`config.mk`:
```
export PLATFORM = sky130hd
export DESIGN_NAME = uart_tx_ctrl
export DESIGN_NICKNAME = d
export VERILOG_FILES = /design/src/rtl/uart_tx_ctrl.sv
export SDC_FILE = /design/constraint.sdc
export NUM_CORES = 1
export LEC_CHECK = 0
export BUFFER_PORTS_ARGS = -buffer_cell sky130_fd_sc_hd__buf_2
export CAP_MARGIN = 0
export CORE_MARGIN = 2
export CORE_UTILIZATION = 54
export DETAILED_ROUTE_END_ITERATION = 16
export GPL_TIMING_DRIVEN = 1
export HOLD_SLACK_MARGIN = 0.1
export PLACE_DENSITY_LB_ADDON = 0.08
export REMOVE_ABC_BUFFERS = 1
export SLEW_MARGIN = 20
export SYNTH_ARGS = -nofsm -noshare
export SYNTH_HDL_FRONTEND = slang
export SYNTH_SLANG_ARGS = --single-unit
```
`constraint.sdc`:
```
create_clock -name clk -period 3.05 [get_ports clk]
set_input_delay 0.1525 -clock clk [delete_from_list [all_inputs] [get_ports clk]]
set_output_delay 0.1525 -clock clk [all_outputs]
set_load 0.005 [all_outputs]
```
`src/rtl/uart_tx_ctrl.sv`:
```
// UART transmit controller: byte FIFO fed by new_data strobes, frame FSM serialising onto tx.
// Optional macro UART_TX_OVF_CNT_EN adds ovf_count, a saturating count of dropped pushes.
module uart_tx_ctrl #(
  parameter int FIFO_DEPTH = 4,
  parameter int CNT_W      = 16
) (
  input  logic                        clk,
  input  logic                        reset,
  input  logic                        new_data,
  input  logic [31:0]                 DATA_R,
  input  logic [31:0]                 CONFIG_R,
  input  logic [31:0]                 BAUD_DIV,
  output logic                        tx,
  output logic                        busy,
  output logic                        fifo_full,
  output logic [$clog2(FIFO_DEPTH):0] fifo_count,
  output logic                        tx_done,
  output logic                        overflow
`ifdef UART_TX_OVF_CNT_EN
  ,
  output logic [7:0]                  ovf_count
`endif
);

  localparam int PTR_W  = $clog2(FIFO_DEPTH);
  localparam int CNTF_W = PTR_W + 1;

  typedef enum logic [2:0] {IDLE, START, DATA, PARITY, STOP} state_t;

  state_t             state_q, state_d;
  logic [7:0]         mem [FIFO_DEPTH];
  logic [PTR_W-1:0]   wr_ptr_q, rd_ptr_q;
  logic [CNTF_W-1:0]  count_q;
  logic [7:0]         byte_q;
  logic               par_en_q, par_odd_q, two_stop_q;
  logic [CNT_W-1:0]   div_q, div_new, cnt_q, cnt_d;
  logic [2:0]         bit_q, bit_d;
  logic               stop2_q, stop2_d;
  logic               tx_q, tx_d, done_q, done_d, ovf_q;
  logic               tx_en, start_frame, push_ok, push_drop, bit_end;
  logic               unused_bits;

  function automatic logic parity_bit(input logic [7:0] b, input logic odd);
    return (^b) ^ odd;
  endfunction

  assign unused_bits = ^{DATA_R[31:8], CONFIG_R[31:4], BAUD_DIV};

  assign tx_en       = CONFIG_R[0];
  assign div_new     = (BAUD_DIV[CNT_W-1:0] == '0) ? CNT_W'(1) : BAUD_DIV[CNT_W-1:0];
  assign bit_end     = (cnt_q == '0);
  assign start_frame = (state_q == IDLE) && tx_en && (count_q != '0);
  // A pop in the same cycle frees a slot, so a full FIFO still accepts the push.
  assign push_ok     = new_data && ((count_q != CNTF_W'(FIFO_DEPTH)) || start_frame);
  assign push_drop   = new_data && !push_ok;

  always_comb begin
    state_d = state_q;
    cnt_d   = cnt_q;
    bit_d   = bit_q;
    stop2_d = stop2_q;
    done_d  = 1'b0;
    case (state_q)
      IDLE: begin
        if (start_frame) begin
          state_d = START;
          cnt_d   = div_new - CNT_W'(1);
        end
      end
      START: begin
        if (bit_end) begin
          state_d = DATA;
          bit_d   = 3'd0;
          cnt_d   = div_q - CNT_W'(1);
        end else begin
          cnt_d = cnt_q - CNT_W'(1);
        end
      end
      DATA: begin
        if (bit_end) begin
          cnt_d = div_q - CNT_W'(1);
          if (bit_q == 3'd7) begin
            state_d = par_en_q ? PARITY : STOP;
            stop2_d = 1'b0;
          end else begin
            bit_d = bit_q + 3'd1;
          end
        end else begin
          cnt_d = cnt_q - CNT_W'(1);
        end
      end
      PARITY: begin
        if (bit_end) begin
          state_d = STOP;
          stop2_d = 1'b0;
          cnt_d   = div_q - CNT_W'(1);
        end else begin
          cnt_d = cnt_q - CNT_W'(1);
        end
      end
      STOP: begin
        if (bit_end) begin
          if (two_stop_q && !stop2_q) begin
            stop2_d = 1'b1;
            cnt_d   = div_q - CNT_W'(1);
          end else begin
            state_d = IDLE;
            done_d  = 1'b1;
          end
        end else begin
          cnt_d = cnt_q - CNT_W'(1);
        end
      end
      default: state_d = IDLE;
    endcase

    // tx is registered, so it is decoded from the state being entered.
    tx_d = 1'b1;
    case (state_d)
      START:   tx_d = 1'b0;
      DATA:    tx_d = byte_q[bit_d];
      PARITY:  tx_d = parity_bit(byte_q, par_odd_q);
      default: tx_d = 1'b1;
    endcase
  end

  // ---- control registers ----
  always_ff @(posedge clk) begin
    if (!reset) state_q <= IDLE;
    else        state_q <= state_d;
  end

  always_ff @(posedge clk) begin
    if (!reset) begin
      cnt_q    <= '0;
      bit_q    <= '0;
      stop2_q  <= 1'b0;
      tx_q     <= 1'b1;
      done_q   <= 1'b0;
      ovf_q    <= 1'b0;
      wr_ptr_q <= '0;
      rd_ptr_q <= '0;
      count_q  <= '0;
    end else begin
      cnt_q   <= cnt_d;
      bit_q   <= bit_d;
      stop2_q <= stop2_d;
      tx_q    <= tx_d;
      done_q  <= done_d;
      ovf_q   <= push_drop;
      if (push_ok)     wr_ptr_q <= wr_ptr_q + PTR_W'(1);
      if (start_frame) rd_ptr_q <= rd_ptr_q + PTR_W'(1);
      case ({push_ok, start_frame})
        2'b10:   count_q <= count_q + CNTF_W'(1);
        2'b01:   count_q <= count_q - CNTF_W'(1);
        default: count_q <= count_q;
      endcase
    end
  end

  // ---- data registers: FIFO storage and per-frame snapshot ----
  always_ff @(posedge clk) begin
    if (push_ok) mem[wr_ptr_q] <= DATA_R[7:0];
    if (start_frame) begin
      byte_q     <= mem[rd_ptr_q];
      par_en_q   <= CONFIG_R[1];
      par_odd_q  <= CONFIG_R[2];
      two_stop_q <= CONFIG_R[3];
      div_q      <= div_new;
    end
  end

`ifdef UART_TX_OVF_CNT_EN
  function automatic logic [7:0] sat_inc8(input logic [7:0] v);
    return (v == 8'hFF) ? v : v + 8'd1;
  endfunction

  logic [7:0] ovf_cnt_q;

  always_ff @(posedge clk) begin
    if (!reset)                     ovf_cnt_q <= '0;
    else if (push_ok && CONFIG_R[5]) ovf_cnt_q <= '0;
    else if (push_drop)             ovf_cnt_q <= sat_inc8(ovf_cnt_q);
  end

  assign ovf_count = ovf_cnt_q;
`endif

  assign tx         = tx_q;
  assign tx_done    = done_q;
  assign overflow   = ovf_q;
  assign busy       = (state_q != IDLE) || (count_q != '0);
  assign fifo_full  = (count_q == CNTF_W'(FIFO_DEPTH));
  assign fifo_count = count_q;

endmodule

```
**Yosys cells after proc, flatten, opt, wreduce, memory -nomap -nowiden**

Memories as Yosys holds them, arrays and structs flattened. A register that Yosys moved wholly into a read port is not among the register bits.
Cells that the tools add are included.
Widths: inputs -> output; s select.

- $add $sub $neg: 8
- Magnitude comparators: 1
- Eq/ne operators: 19
- Multiplexer cells: 32
- Bitwise gates (word level): 1
- Reduce and logical (&&, ||, !) cells: 22

Operators by type and width:

| cell | number |
|---|---|
| $mux 16 | 5 |
| $pmux 16 s3 | 1 |
| $sub 16x1->16 const B | 3 |
| $mux 3 | 11 |
| $logic_not 16->1 | 2 |
| $pmux 3 s5 | 1 |
| $eq 3x2->1 const B | 4 |
| $ne 2x2->1 const B | 6 |
| $pmux 3 s2 | 2 |
| $reduce_bool 3->1 | 4 |
| $eq 3x3->1 const B | 3 |
| $mux 1 | 9 |
| $reduce_xor 8->1 | 1 |
| $add 3x1->3 const B | 2 |
| $eq 3x1->1 const B | 2 |
| $ne 3x3->1 const B | 2 |
| $pmux 1 s3 | 2 |
| $reduce_and 3->1 | 2 |
| $reduce_and 6->1 | 1 |
| $logic_and 1x1->1 | 5 |
| $add 2x1->2 const B | 2 |
| $lt 3x4->1 const B | 1 |
| $bmux 1 s3 | 1 |
| $logic_not 3->1 | 1 |
| other kinds (8) | 10 |

- Bits in registers: 52
- RAM bits: 32
- Bits of input ports: 99
- Output and inout bits: 8
- Word-level logic and storage cells: 98
- Memories: 1

Memories:

| name | depth | width | read ports | clocked after Yosys merged registers in | write ports | line | RTL |
|---|---|---|---|---|---|---|---|
| mem | 4 | 8 | 1 | 1 | 1 | 31 | `logic [7:0] mem [FIFO_DEPTH];` |

**Logic depth before layout (Yosys ltp)**

- Word-level depth: 7
- Mapped depth: 13
- Gate-level depth less buffers: 11

**Worst setup path after synthesis**

No wires, ideal clock.

- Kind: register to register
- From: register state_q[2]
- To: register count_q[2] (netlist: fifo_count[2])
- Library setup time: 116 ps
- Data arrival time: 2482 ps
- Data required time: 2934 ps
- Slack: 451 ps
- Cell stages (with the launch flop): 10
- Path buffers: 1
- Period minus slack after synthesis: 2599 ps
- Cells stage by stage: dfxtp_1 buf_2 nor3_2 nand3_1 inv_1 nand2b_1 fa_1 mux2i_1 xnor2_1 nor2b_1

- Word-level cells in the longest chain between the ends: 7
- Elaborated cells between the ends (all ways): 9
- Those cells by class: 2 x eq/ne; 1 x mux; 6 x reduce/logical

Ends and longest elaborated chain:

| item | line | RTL |
|---|---|---|
| start, declared | 30 | `state_t state_q, state_d;` |
| start signal, assigned | 130 | `else state_q <= state_d;` |
| $logic_not 3->1 (*) | 52 | `assign start_frame = (state_q == IDLE) && tx_en && (count_q != '0);` |
| $logic_and 1x1->1 (*) (2 in series) | 52 |  |
| via start_frame | 40 | `logic tx_en, start_frame, push_ok, push_drop, bit_end;` |
| $logic_or 1x1->1 | 54 | `assign push_ok = new_data && ((count_q != CNTF_W'(FIFO_DEPTH)) \|\| start_frame);` |
| $logic_and 1x1->1 | 54 |  |
| $eq 2x1->1 or $eq 2x2->1 (tied branches) | 153 | `case ({push_ok, start_frame})` |
| $pmux 3 s2 or $reduce_bool 2->1 (tied branches) | - |  |
| end signal, assigned | 154 | `2'b10: count_q <= count_q + CNTF_W'(1);` |
| end signal, assigned | 155 | `2'b01: count_q <= count_q - CNTF_W'(1);` |
| end signal, assigned | 156 | `default: count_q <= count_q;` |
| end, declared | 33 | `logic [CNTF_W-1:0] count_q;` |

The timed path passes the listed nets; every way through them passes the cells marked *.
A chain may end at the register's enable or synchronous reset.

**Final worst setup path**

- From: register state_q[0]
- To: register cnt_q[12]

- Word-level cells in the longest chain between the ends: 5
- Elaborated cells between the ends (all ways): 13
- Those cells by class: 6 x eq/ne; 1 x mux; 6 x reduce/logical

Ends and longest elaborated chain:

| item | line | RTL |
|---|---|---|
| branches (longest 5 deep; another with $eq 3x2->1) | - |  |
| end signal, assigned | 145 | `cnt_q <= cnt_d;` |
| end, declared | 36 | `logic [CNT_W-1:0] div_q, div_new, cnt_q, cnt_d;` |

Several ways; the timed one is not identified.

==> impl_table.tex <==
\begin{tabular}{lr}
\hline
Metric & Value \\
\hline
\multicolumn{2}{l}{\textbf{Outcome}} \\
\quad Run status & completed \\
\multicolumn{2}{l}{\textbf{Synthesis}} \\
\quad Most common cell in the synthesized netlist & sky130\_fd\_sc\_hd\_\_edfxtp\_1 \\
\quad Seq/Total Area, Yosys & 55.0\% \\
\quad Unique masters post-synth & 61 \\
\quad Multiplexer fraction of the synthesized cell area & 4.76\% \\
\quad Library cell occupying the most area in the post-synthesis netlist & sky130\_fd\_sc\_hd\_\_edfxtp\_1 \\
\quad Fraction of registers with async set/reset & 0\% \\
\quad Cell types with the largest area share after synthesis & sky130\_fd\_sc\_hd\_\_edfxtp\_1, sky130\_fd\_sc\_hd\_\_dfxtp\_1, sky130\_fd\_sc\_hd\_\_mux4\_2 \\
\quad List of most frequent post-synthesis cells & sky130\_fd\_sc\_hd\_\_edfxtp\_1, sky130\_fd\_sc\_hd\_\_dfxtp\_1, sky130\_fd\_sc\_hd\_\_clkbuf\_1, sky130\_fd\_sc\_hd\_\_o21ai\_0, sky130\_fd\_sc\_hd\_\_nand3\_1 \\
\quad Synth Register Bits & 92 \\
\quad Cell count after synthesis & approximately 390 \\
\quad Yosys synthesis warning count & 0 \\
\quad Mapped Avg Cell Area & 11.4 um\^{}2 \\
\quad Dominant combinational cell family by area after synthesis & compound AO/OA/AOI/OAI gates \\
\quad Area fraction in compound gates after synthesis & between 10\% and 20\% \\
\quad Share of the synthesized netlist area taken by xor and xnor gates & 3.57\% \\
\quad Netlist area before placement & 4420 um\^{}2 \\
\quad Count of flip-flops with a built-in enable after synthesis & 59 \\
\quad Fraction of the mapped netlist area in simple logic gates & 15.2\% \\
\quad Top-area cell type share of the netlist area & between 40\% and 50\% \\
\quad Dominant synthesized flop cell & sky130\_fd\_sc\_hd\_\_edfxtp\_1 \\
\quad Adder-cell share of the synthesized area & 2.15\% \\
\multicolumn{2}{l}{\textbf{GRT}} \\
\quad Residual overflow from global routing & 0 \\
\quad Number of global-route vias before repair & 3130 \\
\quad Maximum number of pins on one net before global-route repair & 34 \\
\quad Antenna violations before repair & 0 \\
\quad First-pass GRT wire length & 14700 um \\
\quad GRT Overall Usage & 21.3\% \\
\multicolumn{2}{l}{\textbf{Finish}} \\
\quad Layout net count & approximately 550 \\
\quad Synthesis-to-layout area growth & 17.9\% \\
\quad Fraction of layout cells with a size suffix above 1 & 19.3\% \\
\quad Total inserted antenna cells & 0 \\
\quad Final cell area excluding filler cells & between 5000 and 6000 um\^{}2 \\
\multicolumn{2}{l}{\textbf{Die}} \\
\quad Height of the chip & 94.5 um \\
\quad Die Wd & 94.5 um \\
\quad Core area & 7850 um\^{}2 \\
\quad DIE AREA & 8930 um\^{}2 \\
\quad Num rows & 32 \\
\quad I/O Pins & 107 \\
\quad Initial Util & a little under three fifths \\
\multicolumn{2}{l}{\textbf{Power}} \\
\quad VDD IR max & $\sim$510 uV \\
\quad Power per Cell Area & 848 nW/um\^{}2 \\
\quad Leakage power total & 1.88 nW \\
\multicolumn{2}{l}{\textbf{Clock tree}} \\
\quad Clk buf depth & 2 \\
\quad Total CTS buffers & 9 \\
\quad Clock root buffer & sky130\_fd\_sc\_hd\_\_clkbuf\_8 \\
\quad Post-CTS clock slew at the launch and capture registers of the worst setup and hold paths & 110 ps \\
\quad TritonCTS clock tree & yes \\
\quad Worst-skew pair later-pin latency & between 300 and 400 ps \\
\quad Clock H-tree levels & 3 \\
\quad Number of sinks driven by the clock tree & 92 \\
\multicolumn{2}{l}{\textbf{Place}} \\
\quad IO buf count & 38 \\
\quad Total half-perimeter wirelength after legalization and detailed placement & slightly above 6000 um \\
\quad RePlAce Congestion & between 0.8 and 0.9 \\
\quad Post-placement cell area & 4700 um\^{}2 \\
\multicolumn{2}{l}{\textbf{Timing}} \\
\quad Share of the clock period used by the worst path after layout & 93.1\% \\
\quad Setup total negative slack & 0 ps \\
\quad Pins Over Slew Limit & 0 \\
\quad Max Freq & 352 MHz \\
\quad Final-report setup violation count & 0 \\
\quad Worst slew margin relative to its limit & between 40\% and 50\% \\
\quad Clock period minus final worst setup slack & 2840 ps \\
\quad RSZ-0062 raised after global routing & no \\
\quad Clock skew after layout & 17.6 ps \\
\quad Endpoints failing hold & 0 \\
\quad Slew at the pin closest to its max-slew limit & between 700 and 800 ps \\
\multicolumn{2}{l}{\textbf{Worst setup path}} \\
\quad Data arrival time of the critical path & 3140 ps \\
\quad Maximum fanout along the worst path & 6 \\
\quad Critical path data required time & 3350 ps \\
\quad Type of origin of the critical path & flop \\
\quad Type of element capturing the critical path & flop \\
\quad Critical path type & flop to flop \\
\multicolumn{2}{l}{\textbf{Routing}} \\
\quad DRT Wirelength & 9020 um \\
\quad Number of iterations in the first detailed-routing pass & 4 \\
\quad Mean number of vias per cell & 5.85 \\
\quad Remaining routing DRC violations & 0 \\
\quad Number of DRC violations after detailed-routing iteration 0 & $\sim$190 \\
\quad Via count & 3233 \\
\quad Routed wirelength normalized by instance count & about 16 um \\
\quad Post-route ant nets & 0 \\
\multicolumn{2}{l}{\textbf{Flow run}} \\
\quad Number of max-capacitance violations reported & 0 \\
\multicolumn{2}{l}{\textbf{Hold path}} \\
\quad Class of the worst hold path & input port to flop \\
\hline
\end{tabular}
==> logic make-up (layout without fill, tap and decap cells) <==
| family | count (synthesis) | count (layout) |
|---|---|---|
| and+or+nand+nor | 119 | 119 |
| xor gates and xnor gates | 18 | 18 |
| adders and majority gates | 7 | 7 |
| AOI/OAI and AO/OA | 101 | 101 |
| muxes | 11 | 11 |
| buffers and inverters | 41 | 103 |
| DFF | 92 | 92 |
==> power by group <==
| group | total, mW | leakage, nW | internal (mW) | switching [mW] |
|---|---|---|---|---|
| logic | 1.68 | 0.955 | 0.740 | 0.940 |
| registers | 1.90 | 0.815 | 1.68 | 0.220 |
| clock network | 0.843 | 0.107 | 0.334 | 0.508 |
| total | 4.42 | 1.88 | 2.75 | 1.67 |
==> layer usage <==
metal  global-route usage [%]  vias to the layer above  wire length [um]  part of all wire [%]
met5                        0                        -                 0                     0
met4                     7.25                        0               119                   1.3
met3                     3.75                       14               482                   5.3
met2                     35.6                       95              4210                    47
met1                     28.2                     1528              4210                    47
li1                         -                     1596                 -                     -
==> worst max-delay path: stages (launching register included) <==
cell	delay, ps
sky130_fd_sc_hd__dfxtp_1	390
sky130_fd_sc_hd__or3_1	530
sky130_fd_sc_hd__buf_4	220
sky130_fd_sc_hd__nand3_1	80
sky130_fd_sc_hd__o211ai_1	210
sky130_fd_sc_hd__a211oi_4	340
sky130_fd_sc_hd__nand3_1	260
sky130_fd_sc_hd__or4_1	570
sky130_fd_sc_hd__a31oi_1	180
==> timing repair <==
item	in CTS	in global routing
setup buffers	0	0
hold buffers	28	0
setup endpoints to repair	0	4
hold endpoints to repair	52	0
gates resized for setup	0	4
==> cell usage in the layout, fill, tap and decap left out, types with 5 or more instances in the layout <==
master	count
sky130_fd_sc_hd__edfxtp_1	59
sky130_fd_sc_hd__buf_2	38
sky130_fd_sc_hd__dfxtp_1	33
sky130_fd_sc_hd__dlygate4sd3_1	28
sky130_fd_sc_hd__o21ai_0	26
sky130_fd_sc_hd__nand3_1	20
sky130_fd_sc_hd__nand2_1	19
sky130_fd_sc_hd__a21oi_1	17
sky130_fd_sc_hd__xnor2_1	17
sky130_fd_sc_hd__nor2_1	13
sky130_fd_sc_hd__and2_1	13
sky130_fd_sc_hd__buf_4	13
sky130_fd_sc_hd__clkbuf_8	9
sky130_fd_sc_hd__inv_1	8
sky130_fd_sc_hd__nor4_1	8
sky130_fd_sc_hd__mux4_2	8
sky130_fd_sc_hd__a31oi_1	8
sky130_fd_sc_hd__nor2b_1	7
sky130_fd_sc_hd__nand4_1	7
sky130_fd_sc_hd__o211a_1	7
sky130_fd_sc_hd__o31ai_1	7
sky130_fd_sc_hd__or3_1	5
sky130_fd_sc_hd__ha_1	5
==> registers in the layout, indices dropped and copies added (netlist names), 3 cells and up <==
register    flops
mem            32
cnt_q          16
div_q          16
byte_q          8
bit_q           3
fifo_count      3
state_q         3
==> layout make-up <==
cell class              count  area (um^2)
well taps                 102          128
clock inverters             7         86.3
inverters                   8         30.0
clock buffers               9          124
flip-flops and latches     92         2430
multi-input cells         256         1840
fillers                   631         2640
repair buffers             79          568
==> through the flow <==
step	setup WS (ps)	total power [mW]	hold WS, ps	cells	util [%]
6_report	210	4.42	189	553	66.4
5_1_grt	9.86	4.73	215	553	66.4
4_1_cts	228	4.44	176	553	66.2
3_5_place_dp	235	3.56	334	509	59.9
3_3_place_gp	242	3.53	329	509	59.9
2_1_floorplan	-297	3.04	251	356	-
==> path summary, 6_finish.rpt <==
kind,startpoint,end,slack [ps],cells past startpoint
setup / recovery,state_q[0],cnt_q[12],210,8
hold / removal,CONFIG_R[0],overflow,190,3
hold reg to reg,stop2_q,stop2_q,510,2
setup reg to reg,state_q[0],cnt_q[12],210,8
No activity file was read; power rests on OpenSTA's default activity.
